File: config.mk
export PLATFORM = sky130hd
export DESIGN_NAME = mem_port_arbiter_flat
export DESIGN_NICKNAME = d
export VERILOG_FILES = /design/src/rtl/mem_port_arbiter_if.sv /design/src/rtl/mem_port_arbiter.sv /design/src/flat_wrapper.sv
export SDC_FILE = /design/constraint.sdc
export NUM_CORES = 1
export LEC_CHECK = 0
export BUFFER_PORTS_ARGS = -buffer_cell sky130_fd_sc_hd__buf_2
export CELL_PAD_IN_SITES_DETAIL_PLACEMENT = 0
export CELL_PAD_IN_SITES_GLOBAL_PLACEMENT = 1
export CORE_ASPECT_RATIO = 2
export CORE_UTILIZATION = 31
export CTS_BUF_LIST = sky130_fd_sc_hd__clkbuf_4 sky130_fd_sc_hd__clkbuf_8 sky130_fd_sc_hd__clkbuf_16
export DETAILED_ROUTE_END_ITERATION = 16
export PLACE_DENSITY_LB_ADDON = 0.1
export SETUP_SLACK_MARGIN = 0.05
export SLEW_MARGIN = 5
export SYNTH_ARGS = -nofsm -noshare
export SYNTH_HDL_FRONTEND = slang
export SYNTH_SLANG_ARGS = --single-unit
File: constraint.sdc
create_clock -name clk -period 3.6 [get_ports clk]
set_input_delay 0 -clock clk [delete_from_list [all_inputs] [get_ports clk]]
set_output_delay 0 -clock clk [all_outputs]
set_load 0.05 [all_outputs]
File: src/rtl/mem_port_arbiter_if.sv
// mem_port_arbiter_if: requester, memory and status signals of the fetch/data memory port arbiter
interface mem_port_arbiter_if #(
  parameter int ADDR_WIDTH = 32,
  parameter int DATA_WIDTH = 32
);
  logic                    i_req_valid;
  logic                    i_req_ready;
  logic [ADDR_WIDTH-1:0]   i_req_addr;
  logic                    i_rsp_valid;
  logic [DATA_WIDTH-1:0]   i_rsp_data;
  logic                    d_req_valid;
  logic                    d_req_ready;
  logic [ADDR_WIDTH-1:0]   d_req_addr;
  logic                    d_req_we;
  logic [DATA_WIDTH-1:0]   d_req_wdata;
  logic [DATA_WIDTH/8-1:0] d_req_wstrb;
  logic                    d_rsp_valid;
  logic [DATA_WIDTH-1:0]   d_rsp_data;
  logic                    m_req_valid;
  logic                    m_req_ready;
  logic [ADDR_WIDTH-1:0]   m_req_addr;
  logic                    m_req_we;
  logic [DATA_WIDTH-1:0]   m_req_wdata;
  logic [DATA_WIDTH/8-1:0] m_req_wstrb;
  logic                    m_rsp_valid;
  logic [DATA_WIDTH-1:0]   m_rsp_data;
  logic                    err_unexp_rsp;
  modport slave (
    input  i_req_valid, i_req_addr, d_req_valid, d_req_addr, d_req_we, d_req_wdata, d_req_wstrb,
           m_req_ready, m_rsp_valid, m_rsp_data,
    output i_req_ready, i_rsp_valid, i_rsp_data, d_req_ready, d_rsp_valid, d_rsp_data,
           m_req_valid, m_req_addr, m_req_we, m_req_wdata, m_req_wstrb, err_unexp_rsp
  );
  modport master (
    output i_req_valid, i_req_addr, d_req_valid, d_req_addr, d_req_we, d_req_wdata, d_req_wstrb,
           m_req_ready, m_rsp_valid, m_rsp_data,
    input  i_req_ready, i_rsp_valid, i_rsp_data, d_req_ready, d_rsp_valid, d_rsp_data,
           m_req_valid, m_req_addr, m_req_we, m_req_wdata, m_req_wstrb, err_unexp_rsp
  );
endinterface

File: src/rtl/mem_port_arbiter.sv
// mem_port_arbiter: shares one single-port memory between fetch and data requesters, one transaction in flight
module mem_port_arbiter #(
  parameter int ADDR_WIDTH   = 32,
  parameter int DATA_WIDTH   = 32,
  parameter int STARVE_LIMIT = 4
) (
  input logic              clk,
  input logic              areset_n,
  mem_port_arbiter_if.slave bus
);
  localparam logic [1:0] IDLE = 2'd0, REQ = 2'd1, RSP = 2'd2;
  localparam logic [3:0] LIM = 4'(STARVE_LIMIT);
  logic [1:0]              r_state;
  logic [3:0]              r_starve;
  logic                    r_owner;
  logic                    r_err;
  logic [ADDR_WIDTH-1:0]   r_addr;
  logic                    r_we;
  logic [DATA_WIDTH-1:0]   r_wdata;
  logic [DATA_WIDTH/8-1:0] r_wstrb;
  logic                    w_idle;
  logic                    w_gnt_i;
  logic                    w_gnt_d;
  logic                    w_rsp;
  // reset gating keeps the grant readies low while reset is held
  assign w_idle  = areset_n && r_state == IDLE;
  assign w_gnt_i = w_idle && bus.i_req_valid && (!bus.d_req_valid || r_starve == LIM);
  assign w_gnt_d = w_idle && bus.d_req_valid && !w_gnt_i;
  assign w_rsp   = r_state == RSP && bus.m_rsp_valid;
  assign bus.i_req_ready   = w_gnt_i;
  assign bus.d_req_ready   = w_gnt_d;
  assign bus.i_rsp_valid   = w_rsp && !r_owner;
  assign bus.d_rsp_valid   = w_rsp && r_owner;
  assign bus.i_rsp_data    = bus.m_rsp_data;
  assign bus.d_rsp_data    = bus.m_rsp_data;
  assign bus.m_req_valid   = r_state == REQ;
  assign bus.m_req_addr    = r_addr;
  assign bus.m_req_we      = r_we;
  assign bus.m_req_wdata   = r_wdata;
  assign bus.m_req_wstrb   = r_wstrb;
  assign bus.err_unexp_rsp = r_err;
  always_ff @(posedge clk or negedge areset_n) begin
    if (!areset_n) begin
      r_state  <= IDLE;
      r_starve <= '0;
      r_owner  <= 1'b0;
      r_err    <= 1'b0;
      r_addr   <= '0;
      r_we     <= 1'b0;
      r_wdata  <= '0;
      r_wstrb  <= '0;
    end else begin
      if (bus.m_rsp_valid && r_state != RSP) r_err <= 1'b1;
      if (w_gnt_i || w_gnt_d) begin
        r_state  <= REQ;
        r_owner  <= w_gnt_d;
        r_addr   <= w_gnt_d ? bus.d_req_addr : bus.i_req_addr;
        r_we     <= w_gnt_d && bus.d_req_we;
        r_wdata  <= w_gnt_d ? bus.d_req_wdata : '0;
        r_wstrb  <= w_gnt_d ? bus.d_req_wstrb : '0;
        r_starve <= (w_gnt_d && bus.i_req_valid) ? ((r_starve == LIM) ? LIM : r_starve + 4'd1) : 4'd0;
      end else if (r_state == REQ && bus.m_req_ready) begin
        r_state <= RSP;
      end else if (w_rsp) begin
        r_state <= IDLE;
      end
    end
  end
endmodule

File: src/flat_wrapper.sv
// flat-port wrapper written by rule: the top's interface ports become plain ports
module mem_port_arbiter_flat 
#(
  parameter int ADDR_WIDTH   = 32,
  parameter int DATA_WIDTH   = 32,
  parameter int STARVE_LIMIT = 4
)
  (clk, areset_n, bus_i_req_valid, bus_i_req_addr, bus_d_req_valid, bus_d_req_addr, bus_d_req_we, bus_d_req_wdata, bus_d_req_wstrb, bus_m_req_ready, bus_m_rsp_valid, bus_m_rsp_data, bus_i_req_ready, bus_i_rsp_valid, bus_i_rsp_data, bus_d_req_ready, bus_d_rsp_valid, bus_d_rsp_data, bus_m_req_valid, bus_m_req_addr, bus_m_req_we, bus_m_req_wdata, bus_m_req_wstrb, bus_err_unexp_rsp);
  mem_port_arbiter_if #(.ADDR_WIDTH(ADDR_WIDTH), .DATA_WIDTH(DATA_WIDTH)) bus_i ();
  input logic clk;
  input logic areset_n;
  input wire logic [$bits(bus_i.i_req_valid)-1:0] bus_i_req_valid;
  input wire logic [$bits(bus_i.i_req_addr)-1:0] bus_i_req_addr;
  input wire logic [$bits(bus_i.d_req_valid)-1:0] bus_d_req_valid;
  input wire logic [$bits(bus_i.d_req_addr)-1:0] bus_d_req_addr;
  input wire logic [$bits(bus_i.d_req_we)-1:0] bus_d_req_we;
  input wire logic [$bits(bus_i.d_req_wdata)-1:0] bus_d_req_wdata;
  input wire logic [$bits(bus_i.d_req_wstrb)-1:0] bus_d_req_wstrb;
  input wire logic [$bits(bus_i.m_req_ready)-1:0] bus_m_req_ready;
  input wire logic [$bits(bus_i.m_rsp_valid)-1:0] bus_m_rsp_valid;
  input wire logic [$bits(bus_i.m_rsp_data)-1:0] bus_m_rsp_data;
  output wire logic [$bits(bus_i.i_req_ready)-1:0] bus_i_req_ready;
  output wire logic [$bits(bus_i.i_rsp_valid)-1:0] bus_i_rsp_valid;
  output wire logic [$bits(bus_i.i_rsp_data)-1:0] bus_i_rsp_data;
  output wire logic [$bits(bus_i.d_req_ready)-1:0] bus_d_req_ready;
  output wire logic [$bits(bus_i.d_rsp_valid)-1:0] bus_d_rsp_valid;
  output wire logic [$bits(bus_i.d_rsp_data)-1:0] bus_d_rsp_data;
  output wire logic [$bits(bus_i.m_req_valid)-1:0] bus_m_req_valid;
  output wire logic [$bits(bus_i.m_req_addr)-1:0] bus_m_req_addr;
  output wire logic [$bits(bus_i.m_req_we)-1:0] bus_m_req_we;
  output wire logic [$bits(bus_i.m_req_wdata)-1:0] bus_m_req_wdata;
  output wire logic [$bits(bus_i.m_req_wstrb)-1:0] bus_m_req_wstrb;
  output wire logic [$bits(bus_i.err_unexp_rsp)-1:0] bus_err_unexp_rsp;
  assign bus_i.i_req_valid = bus_i_req_valid;
  assign bus_i.i_req_addr = bus_i_req_addr;
  assign bus_i.d_req_valid = bus_d_req_valid;
  assign bus_i.d_req_addr = bus_d_req_addr;
  assign bus_i.d_req_we = bus_d_req_we;
  assign bus_i.d_req_wdata = bus_d_req_wdata;
  assign bus_i.d_req_wstrb = bus_d_req_wstrb;
  assign bus_i.m_req_ready = bus_m_req_ready;
  assign bus_i.m_rsp_valid = bus_m_rsp_valid;
  assign bus_i.m_rsp_data = bus_m_rsp_data;
  assign bus_i_req_ready = bus_i.i_req_ready;
  assign bus_i_rsp_valid = bus_i.i_rsp_valid;
  assign bus_i_rsp_data = bus_i.i_rsp_data;
  assign bus_d_req_ready = bus_i.d_req_ready;
  assign bus_d_rsp_valid = bus_i.d_rsp_valid;
  assign bus_d_rsp_data = bus_i.d_rsp_data;
  assign bus_m_req_valid = bus_i.m_req_valid;
  assign bus_m_req_addr = bus_i.m_req_addr;
  assign bus_m_req_we = bus_i.m_req_we;
  assign bus_m_req_wdata = bus_i.m_req_wdata;
  assign bus_m_req_wstrb = bus_i.m_req_wstrb;
  assign bus_err_unexp_rsp = bus_i.err_unexp_rsp;
  mem_port_arbiter #(.ADDR_WIDTH(ADDR_WIDTH), .DATA_WIDTH(DATA_WIDTH), .STARVE_LIMIT(STARVE_LIMIT)) u_core (.clk(clk), .areset_n(areset_n), .bus(bus_i));
endmodule
Word-level counts from Yosys, hierarchy flattened

Cells that the tools add are included.

$add $sub $neg: 1
$mul: 0
Div/mod/pow operators: 0
Magnitude comparators: 0
Equality and inequality tests: 4
Shift-type cells: 0
Multiplexer cells: 8
Bitwise gates (word level): 0
Reductions and logical operators: 19

Operators with widths:

| kind                                                            | number |
|---|---|
| 32-bit two-way mux                                              | 2 |
| 1-bit logical AND                                               | 12 |
| 4-bit two-way mux                                               | 3 |
| 2-bit two-way mux                                               | 3 |
| 4-bit by 1-bit adder with 4-bit output, second input constant   | 1 |
| 4-bit by 3-bit == test with 1-bit output, second input constant | 1 |
| 1-bit zero test                                                 | 3 |
| 3-bit nonzero test                                              | 1 |
| 2-bit by 1-bit == test with 1-bit output, second input constant | 1 |
| 2-bit == test, second input constant                            | 1 |
| 2-bit zero test                                                 | 1 |
| 1-bit logical OR                                                | 2 |
| 2-bit != test, second input constant                            | 1 |

Register bits: 77
Latch bits: 0
Bits in writable memories: 0
ROM bits: 0
Input port bits: 139
Output and inout bits: 139
Word-level logic and storage cells: 40
Memories kept: 0

Longest topological paths before layout

Gate-level depths: netlist of run 1.

Word-level depth: 8
Mapped depth: 8
Gate-level depth less buffers: 6

Worst setup path after synthesis of run 1

No wires, ideal clock.

Path kind: register -> register
Start point: register u_core.r_starve[0]
End point: register u_core.r_wdata[27], in the netlist u_core.bus.m_req_wdata[27]
Setup time: 67 ps
Arrival: 1600 ps
Required time: 3533 ps
Path slack: 1933 ps
Cell stages (with the launch flop): 8
Clock period less this slack: 1667 ps
Cell sequence: dfrtp_1 > inv_1 > ha_1 > and3b_1 > a21o_4 > inv_2 > buf_2 > a22o_1

Word-level cells in the longest chain between the ends: 6

Ends and longest elaborated chain:

| what                                                   | RTL line                                       | source |
|---|---|---|
| start: declaration                                     | mem_port_arbiter.sv:14                         | `logic [3:0] r_starve;` |
| start signal: assignment                               | mem_port_arbiter.sv:61                         | `r_starve <= (w_gnt_d && bus.i_req_valid) ? ((r_starve == LIM) ? LIM : r_starve + 4'd1) : 4'd0;` |
| 4-bit by 3-bit == test with 1-bit output (*)           | mem_port_arbiter.sv:27                         | `assign w_gnt_i = w_idle && bus.i_req_valid && (!bus.d_req_valid \|\| r_starve == LIM);` |
| 1-bit logical OR (*)                                   | mem_port_arbiter.sv:27                         |  |
| 1-bit logical AND (*)                                  | mem_port_arbiter.sv:27                         |  |
| 1-bit zero test (*)                                    | mem_port_arbiter.sv:28                         | `assign w_gnt_d = w_idle && bus.d_req_valid && !w_gnt_i;` |
| 1-bit logical AND (*)                                  | mem_port_arbiter.sv:28                         |  |
| net bus_d_req_ready                                    | flat_wrapper.sv:25                             | `output wire logic [$bits(bus_i.d_req_ready)-1:0] bus_d_req_ready;` |
| 32-bit two-way mux or 1-bit logical OR (tied branches) | mem_port_arbiter.sv:59, mem_port_arbiter.sv:54 |  |
| end signal: assignment                                 | mem_port_arbiter.sv:59                         | `r_wdata <= w_gnt_d ? bus.d_req_wdata : '0;` |
| end: declaration                                       | mem_port_arbiter.sv:19                         | `logic [DATA_WIDTH-1:0] r_wdata;` |

Mark *: on every way through the listed nets, which the timed path passes. The rest lies on a longest branch.
A chain may end at the register's enable or synchronous reset.

Worst setup path after layout of run 1

Start point: input areset_n
End point: register u_core.r_addr[11], in the netlist u_core.bus.m_req_addr[11]

Word-level cells in the longest chain between the ends: 6

Ends and longest elaborated chain:

| what                                                   | RTL line                                       | source |
|---|---|---|
| start: declaration                                     | flat_wrapper.sv:11                             | `input logic areset_n;` |
| 1-bit logical AND (*)                                  | mem_port_arbiter.sv:26                         | `assign w_idle = areset_n && r_state == IDLE;` |
| 1-bit logical AND (2 in series)                        | mem_port_arbiter.sv:27                         |  |
| 1-bit zero test                                        | mem_port_arbiter.sv:28                         |  |
| 1-bit logical AND                                      | mem_port_arbiter.sv:28                         |  |
| 32-bit two-way mux or 1-bit logical OR (tied branches) | mem_port_arbiter.sv:57, mem_port_arbiter.sv:54 |  |
| end signal: assignment                                 | mem_port_arbiter.sv:57                         | `r_addr <= w_gnt_d ? bus.d_req_addr : bus.i_req_addr;` |
| end: declaration                                       | mem_port_arbiter.sv:17                         | `logic [ADDR_WIDTH-1:0] r_addr;` |

Every way passes the cells marked *; elsewhere a longest branch is shown, timed or not.

==> results of run 1 <==
-- cell families after synthesis --
logic type,Yosys count,share of synthesized area [%]
AND/OR/NAND/NOR,49,9.55
buffers and inverters,96,17.1
multiplexers,1,0.303
AO/OA/AOI/OAI,80,20.6
adder cells (fa/ha/maj),2,0.673
flip-flops,77,51.8
-- metrics by stage --
stage               hold WS [ps]  instances  cell area [um^2]  utilization [%]
floorplan                   -296        305              3720                -
global placement           -50.7        549              4260             36.4
detailed placement         -47.3        549              4260             36.4
CTS                        0.498        669              5610             47.9
global route               0.109        669              5610             47.9
finish                    0.0243        669              5610             47.9
-- worst max path at each step --
stage	from	end	cells after the start
6_report	areset_n	u_core.bus.m_req_addr[11]	8
5_1_grt	areset_n	u_core.bus.m_req_addr[11]	8
4_1_cts	areset_n	u_core.bus.m_req_addr[27]	8
3_5_place_dp	u_core.r_starve[0]	bus_d_req_ready	6
3_3_place_gp	u_core.r_starve[0]	bus_d_req_ready	6
2_1_floorplan	u_core.r_starve[0]	u_core.bus.m_req_wdata[27]	7
-- final cells by class --
cell class / count / share of cell area [%]
clock buffer: 10 / 4.26
clock inverter: 5 / 1.07
inverter: 9 / 0.603
multi-input combinational: 132 / 20.8
sequential: 77 / 34.4
tap: 145 / 3.24
timing repair buffer: 291 / 35.6
-- layer usage --
| metal | routed length [um] | share of wire [%] | GRT usage [%] |
|---|---|---|---|
| met1 | 4130 | 37 | 19.1 |
| met2 | 6000 | 54 | 33.7 |
| met3 | 639 | 5.7 | 4.06 |
| met4 | 346 | 3.1 | 9.35 |
| met5 | 0 | 0 | 0 |
-- registers in the layout, summed over array words and instances (netlist names) --
name and count:
u_core.bus.err_unexp_rsp 1, u_core.r_owner 1, u_core.bus.m_req_wdata 32, u_core.bus.m_req_we 1, u_core.r_starve 4, u_core.r_state 2
u_core.bus.m_req_addr 32, u_core.bus.m_req_wstrb 4
-- power by group --
group | switching, mW | internal [mW] | total, mW
sequential | 0.198 | 1.20 | 1.40
clock | 0.343 | 0.554 | 0.897
combinational | 1.70 | 0.995 | 2.70
total | 2.24 | 2.75 | 4.99
-- cell usage after synthesis --
library cell,number,share of area (%)
nand4bb_1,2,0.61
nor2b_1,2,0.34
o221a_2,31,9.4
buf_6,2,0.61
buf_2,13,1.7
and3b_1,1,0.24
a221o_1,1,0.27
mux2_2,1,0.30
a32o_1,1,0.27
dfrtp_1,77,52
nand3b_1,32,6.5
a21oi_1,3,0.40
and4bb_2,1,0.34
clkbuf_1,4,0.40
buf_4,65,13
a22o_1,37,8.7
o2bb2ai_1,1,0.24
inv_1,8,0.81
buf_1,3,0.30
nand4_1,1,0.17
o21ai_0,2,0.27
inv_2,1,0.10
nand3_1,4,0.54
and3_1,3,0.50
and2_1,1,0.17
o311ai_0,1,0.24
o21bai_1,1,0.20
ha_1,2,0.67
a21o_1,1,0.20
a21o_4,1,0.40
nor2_1,2,0.20
-- worst max-delay path, stage by stage --
cell and delay, ps:
dlygate4sd3_1 540, buf_4 260, nand4bb_2 130, buf_4 370, a21o_1 450, buf_4 350, o221a_2 220, dlygate4sd3_1 570
==> results.ini, run 1 <==
[outcome]
status=finished clean

[sta]
fmax_mhz=376
fin_crit_ps=2660
setup_violations=0
hold_violations=0
rsz0062_at_grt=false
finalSetupTns_ps=0
slew_headroom_pct=54.7
fin_ws_ps=937
finalMaxSlewViolations=0
finClkSkew_ps=10.9
timing.final.crit_share_pct=74.0
worst_pin_slew_ps=679

[clock_tree]
cts_setup_buffers=0
cts_resized=0
clk-insertion-delay-late_ps=330
cts_tree=built
cts_buffer_depth=2
root_buffer=clkbuf_16
cts_num_sinks=77
cts-buffers-inserted=9
clock_tree.htree_level_count=3
hold_buffers=105
path_clk_slew_ps=50

[route]
drt-vias-per-instance=4.83
postRouteAntennaNets=0
drc=0
vias=3228
firstDrtPassIters=4
dr.first_iter.drc_count=98
wl_per_cell_um=16.6
wirelength_um=11100

[worst_hold_path]
min_to=bus_i_rsp_data[21]
worstHoldStart=bus_m_rsp_data[21]
min_delay_path_depth=0
min_path_type=in2out

[setup_path]
worstSetupStartpointType=primary input
worstPathMaxFanout=36
reg2reg_slack_ps=940
reg2reg_to=u_core.bus.m_req_addr[27]
cp.arrival_ps=2910
r2r_cells=7
r2r_start=u_core.r_starve[0]
end_kind=flip-flop
worstPathRequired_ps=3850
path_class=in2reg

[synth]
seq_area_frac_synth_pct=51.8
yosysUniqueCellTypes=31
synth_nets=446
syn_area_um2=3720
netlist_instances=305
yosysWarnings=0
synth-seq-cells=77
avgSynthCellArea_um2=12.2

[placement]
dpl.hpwl_um=7430
gp_congestion=0.720
port_buffers=181
preCtsSetupSlack_ps=1400

[power_and_ir_drop]
cellPowerDensity_nw_per_um2=891
p_total_mw=4.99
cellLeakagePower_nw=2.69
peakVddDrop_mv=0.423

[global_routing]
grt_start_max_net_pins=52
antenna_found_initial=0
grtUsageTotal_pct=18.4
grt_pass1_wl_um=17400
grt_pass1_vias=3498
grt_overflow=0

[die]
fp.dieArea_um2=12500
start_util_pct=31.8
core_area_um2=11700
die_height_um=157
row_count=56
pin_count=278
die_x_um=79.5

[finish]
final_common_cell=buf_2
areaGrowthSynthToFinish_pct=50.7
drive_gt1_share_pct=45.4
fill_cells=1095
diodes=0
multiInputGateArea_um2=1170
regArea_um2=1930
nNetsFinal=661
most-common-layout-cells=180 x buf_2, 105 x dlygate4sd3_1, 77 x dfrtp_1

[run]
maxCapViolCount=0

(Power assumes the default switching activity.)
==> inputs of run 2 (changes only) <==
--- a/config.mk
+++ b/config.mk
@@ -9,7 +9,7 @@
 export CELL_PAD_IN_SITES_DETAIL_PLACEMENT = 0
 export CELL_PAD_IN_SITES_GLOBAL_PLACEMENT = 1
 export CORE_ASPECT_RATIO = 2
-export CORE_UTILIZATION = 31
+export CORE_UTILIZATION = 26
 export CTS_BUF_LIST = sky130_fd_sc_hd__clkbuf_4 sky130_fd_sc_hd__clkbuf_8 sky130_fd_sc_hd__clkbuf_16
 export DETAILED_ROUTE_END_ITERATION = 16
 export PLACE_DENSITY_LB_ADDON = 0.1
==> constraint.sdc (replaced) <==
create_clock -name clk -period 2.2 [get_ports clk]
set_input_delay 0 -clock clk [delete_from_list [all_inputs] [get_ports clk]]
set_output_delay 0 -clock clk [all_outputs]
set_load 0.05 [all_outputs]
==> results.ini, run 2 (same netlist as run 1, synthesis figures left out) <==
[global_routing]
grt_start_max_net_pins=60
grtUsageTotal_pct=16.6
antenna_found_initial=0
grt_pass1_wl_um=18200
grt_pass1_vias=3628
grt_overflow=0

[route]
postRouteAntennaNets=0
firstDrtPassIters=4
drc=0
drt-vias-per-instance=4.59
wl_per_cell_um=16.8
dr.first_iter.drc_count=80
wirelength_um=12000
vias=3289

[finish]
multiInputGateArea_um2=1170
instances_no_fill=717
areaGrowthSynthToFinish_pct=53.5
nNetsFinal=664
regArea_um2=1930
fill_cells=1371
fin_util_pct=40.9
drive_gt1_share_pct=45.8
diodes=0
final_common_cell=buf_2
most-common-layout-cells=179 x buf_2, 105 x dlygate4sd3_1, 77 x dfrtp_1

[outcome]
status=finished clean

[sta]
fin_crit_ps=2020
fin_ws_ps=180
finClkSkew_ps=9.04
finalSetupTns_ps=0
rsz0062_at_grt=false
fmax_mhz=495
timing.final.crit_share_pct=91.8
slew_headroom_pct=47.4
worst_pin_slew_ps=789
hold_violations=0
setup_violations=0
holdWs_ps=0.0242
finalMaxSlewViolations=0

[power_and_ir_drop]
peakVddDrop_mv=0.646
cellLeakagePower_nw=2.74
cellPowerDensity_nw_per_um2=1380

[die]
pin_count=278
fp.dieArea_um2=14800
start_util_pct=26.6
die_x_um=86.6
row_count=61
core_area_um2=14000
die_height_um=171

[placement]
dp.cells=596
dpl.hpwl_um=7700
gp_congestion=0.708
port_buffers=181
preCtsSetupSlack_ps=383

[setup_path]
worstPathRequired_ps=2200
end_kind=output pin
cp.arrival_ps=2020
worstSetupStartpointType=flip-flop
worstPathMaxFanout=25
path_class=reg2out

[clock_tree]
clk-insertion-delay-late_ps=340
root_buffer=clkbuf_16
cts_buffer_depth=2
path_clk_slew_ps=60
cts-buffers-inserted=9
cts_num_sinks=77
clock_tree.htree_level_count=3
cts_tree=built
cts_setup_buffers=0

[worst_hold_path]
min_path_type=in2out

[run]
maxCapViolCount=0

-- run 2: cell types whose count changed in the layout (fill, tap and decap cells not counted) --
| cell | before | now |
|---|---|---|
| buf_12 | 0 | 1 |
| buf_2 | 180 | 179 |
| buf_4 | 6 | 9 |
| inv_2 | 1 | 0 |
| inv_4 | 0 | 1 |
| inv_6 | 1 | 2 |
-- run 2: path summary, 6_finish.rpt --
path	from	endpoint	depth (start not counted)	slack (ps)
max	u_core.r_starve[0]	bus_d_req_ready	7	180
min	bus_m_rsp_data[28]	bus_d_rsp_data[28]	0	0.02
max reg2reg	u_core.r_starve[0]	u_core.bus.m_req_addr[30]	6	410
min reg2reg	u_core.bus.err_unexp_rsp	u_core.bus.err_unexp_rsp	1	480
max in group asynchronous	areset_n	u_core.bus.m_req_addr[30]	3	1020
min in group asynchronous	areset_n	u_core.bus.m_req_wdata[12]	2	80
-- run 2: worst max-delay path: stages, from the launching register on --
cell     delay [ps]
dfrtp_1         400
inv_1            60
ha_1            220
and3b_1         190
a21o_4          220
inv_4           150
buf_12          190
buf_4           220
-- run 2: what timing repair did --
action,4_1_cts,5_1_grt
endpoints found under the hold margin,90,0
setup endpoints to repair,1,1
gates resized for setup,1,2
hold buffers,105,0
-- run 2: routing by layer --
layer	vias to the layer above	wire, um	GRT usage, %
met5	-	0	0
met4	0	529	10.4
met3	48	696	4.10
met2	152	6360	30.2
met1	1585	4430	16.6
li1	1504	-	-
-- run 2: final cells by class --
| class | count | area share, % |
|---|---|---|
| Clock buffer | 10 | 4.19 |
| Clock inverter | 6 | 1.21 |
| Inverter | 9 | 0.636 |
| Multi-Input combinational cell | 132 | 20.4 |
| Sequential cell | 77 | 33.7 |
| Tap cell | 189 | 4.14 |
| Timing Repair Buffer | 294 | 35.6 |
-- run 2: stage by stage --
stage          area [um^2]  power (mW)
6_report              5710        7.88
5_1_grt               5710        8.30
3_3_place_gp          4350        6.20
2_1_floorplan         3720        5.51
3_5_place_dp          4350        6.21
4_1_cts               5710        7.97
-- run 2: report_power, final --
part           internal [mW]  switching, mW  leakage [nW]  total [mW]
sequential              1.96          0.308         0.923        2.27
combinational           1.31           2.75          1.67        4.06
clock                  0.918          0.625         0.149        1.54
total                   4.19           3.69          2.74        7.88
==> inputs of run 3 (changes only) <==
--- a/config.mk
+++ b/config.mk
@@ -8,10 +8,11 @@
 export BUFFER_PORTS_ARGS = -buffer_cell sky130_fd_sc_hd__buf_2
 export CELL_PAD_IN_SITES_DETAIL_PLACEMENT = 0
 export CELL_PAD_IN_SITES_GLOBAL_PLACEMENT = 1
-export CORE_ASPECT_RATIO = 2
+export CORE_ASPECT_RATIO = 0.5
 export CORE_UTILIZATION = 26
 export CTS_BUF_LIST = sky130_fd_sc_hd__clkbuf_4 sky130_fd_sc_hd__clkbuf_8 sky130_fd_sc_hd__clkbuf_16
 export DETAILED_ROUTE_END_ITERATION = 16
+export MAX_ROUTING_LAYER = met4
 export PLACE_DENSITY_LB_ADDON = 0.1
 export SETUP_SLACK_MARGIN = 0.05
 export SLEW_MARGIN = 5
==> results.ini, run 3 (same netlist as run 1, synthesis figures left out) <==
[outcome]
status=finished, violations left
failed_checks=hold timing

[setup_path]
crit_chain=inv_1 > ha_2 > and3b_2 > a21o_4 > o221a_2 > dlygate4sd3_1
critPathMaxStageDelay_ps=560
worstPathRequired_ps=2410
crit_family=buffers and inverters
crit_path_top_delay_cell=dlygate4sd3_1
path_class=reg2reg
reg2reg_slack_ps=120
r2r_cells=6
cp-endpoint=u_core.bus.m_req_addr[21]
reg2reg_to=u_core.bus.m_req_addr[21]
cp.depth=6
end_kind=flip-flop
worstSetupStartpointType=flip-flop
worstPathMaxFanout=8
startpoint=u_core.r_starve[0]
crit_buf_inv=2
cp.arrival_ps=2290
r2r_start=u_core.r_starve[0]

[die]
die_x_um=171
core_area_um2=13700
fp.dieArea_um2=14800
row_count=30
die_height_um=86.6
start_util_pct=27.1
pin_count=278

[power_and_ir_drop]
cellLeakagePower_nw=2.75
p_total_mw=7.91
peakVddDrop_mv=0.540
cellPowerDensity_nw_per_um2=1380

[route]
drc=0
firstDrtPassIters=5
vias=3352
wirelength_um=11900
wl_per_cell_um=16.3
postRouteAntennaNets=0
drt-vias-per-instance=4.60
dr.first_iter.drc_count=134

[finish]
most-common-layout-cells=179 x buf_2, 105 x dlygate4sd3_1, 77 x dfrtp_1
multiInputGateArea_um2=1180
diodes=0
final_common_cell=buf_2
areaGrowthSynthToFinish_pct=54.4
fill_cells=1361
regArea_um2=1930
nNetsFinal=672
fin_util_pct=41.8
drive_gt1_share_pct=47.0

[sta]
fin_crit_ps=2080
timing.final.crit_share_pct=94.6
hold_violations=9
fin_ws_ps=120
fmax_mhz=481
worst_pin_slew_ps=1000
holdWs_ps=-3.57
rsz0062_at_grt=true
finalMaxSlewViolations=0
slew_headroom_pct=33.3
setup_violations=0
finalSetupTns_ps=0
finClkSkew_ps=7.58

[worst_hold_path]
min_path_type=in2async

[global_routing]
grtUsageTotal_pct=16.1
grt_start_max_net_pins=78
grt_overflow=0
grt_pass1_vias=3476
grt_pass1_wl_um=17900
antenna_found_initial=0

[placement]
preCtsSetupSlack_ps=420
dpl.hpwl_um=7880
gp_congestion=0.702
port_buffers=181

[run]
maxCapViolCount=0

[clock_tree]
cts_buffer_depth=2
clock_tree.htree_level_count=3
path_clk_slew_ps=60
root_buffer=clkbuf_16
clk-insertion-delay-late_ps=330
cts_tree=built
cts_num_sinks=77
cts-buffers-inserted=9

-- run 3: final cells by class --
class                           instances  share of cell area, %
Clock buffer                           10                   4.16
Multi-Input combinational cell        133                   20.5
Clock inverter                          6                  0.806
Sequential cell                        77                   33.5
Tap cell                              192                   4.18
Timing Repair Buffer                  301                   36.2
Inverter                                9                  0.588
-- run 3: worst min path at each step --
| stage | from | end | slack [ps] |
|---|---|---|---|
| after floorplan | areset_n | u_core.bus.err_unexp_rsp | -300 |
| after global placement | bus_m_rsp_data[17] | bus_i_rsp_data[17] | 0.9 |
| after detailed placement | bus_m_rsp_data[17] | bus_i_rsp_data[17] | 0.9 |
| after CTS | bus_m_rsp_data[17] | bus_i_rsp_data[17] | 0.9 |
| after global routing | bus_m_rsp_data[21] | bus_d_rsp_data[21] | 0.1 |
| final | areset_n | u_core.r_state[1] | -4 |
-- run 3: timing repair --
item | in CTS | in global routing
setup buffers | 0 | 4
endpoints found under the setup margin | 0 | 12
resized for setup | 0 | 4
hold buffers | 105 | 0
endpoints found under the hold margin | 73 | 0
-- run 3: where the power goes --
| part | switching [mW] | internal, mW | leakage, nW |
|---|---|---|---|
| sequential | 0.318 | 1.96 | 0.923 |
| clock | 0.618 | 0.803 | 0.135 |
| combinational | 2.76 | 1.45 | 1.69 |
-- run 3: per-layer routing --
metal | up-vias | share of wire [%] | global-route usage (%)
li1 | 1522 | - | -
met1 | 1646 | 40 | 17.6
met2 | 157 | 52 | 29.0
met3 | 27 | 6.5 | 3.47
met4 | 0 | 1.6 | 5.52
met5 | - | 0 | -
-- run 3: metrics by stage --
| stage | cells | cell area (um^2) | hold WS (ps) |
|---|---|---|---|
| 3_5_place_dp | 602 | 4360 | 0.867 |
| 4_1_cts | 723 | 5700 | 0.867 |
| 3_3_place_gp | 602 | 4360 | 0.867 |
| 2_1_floorplan | 305 | 3720 | -296 |
| 5_1_grt | 728 | 5740 | 0.105 |
| 6_report | 728 | 5740 | -3.57 |
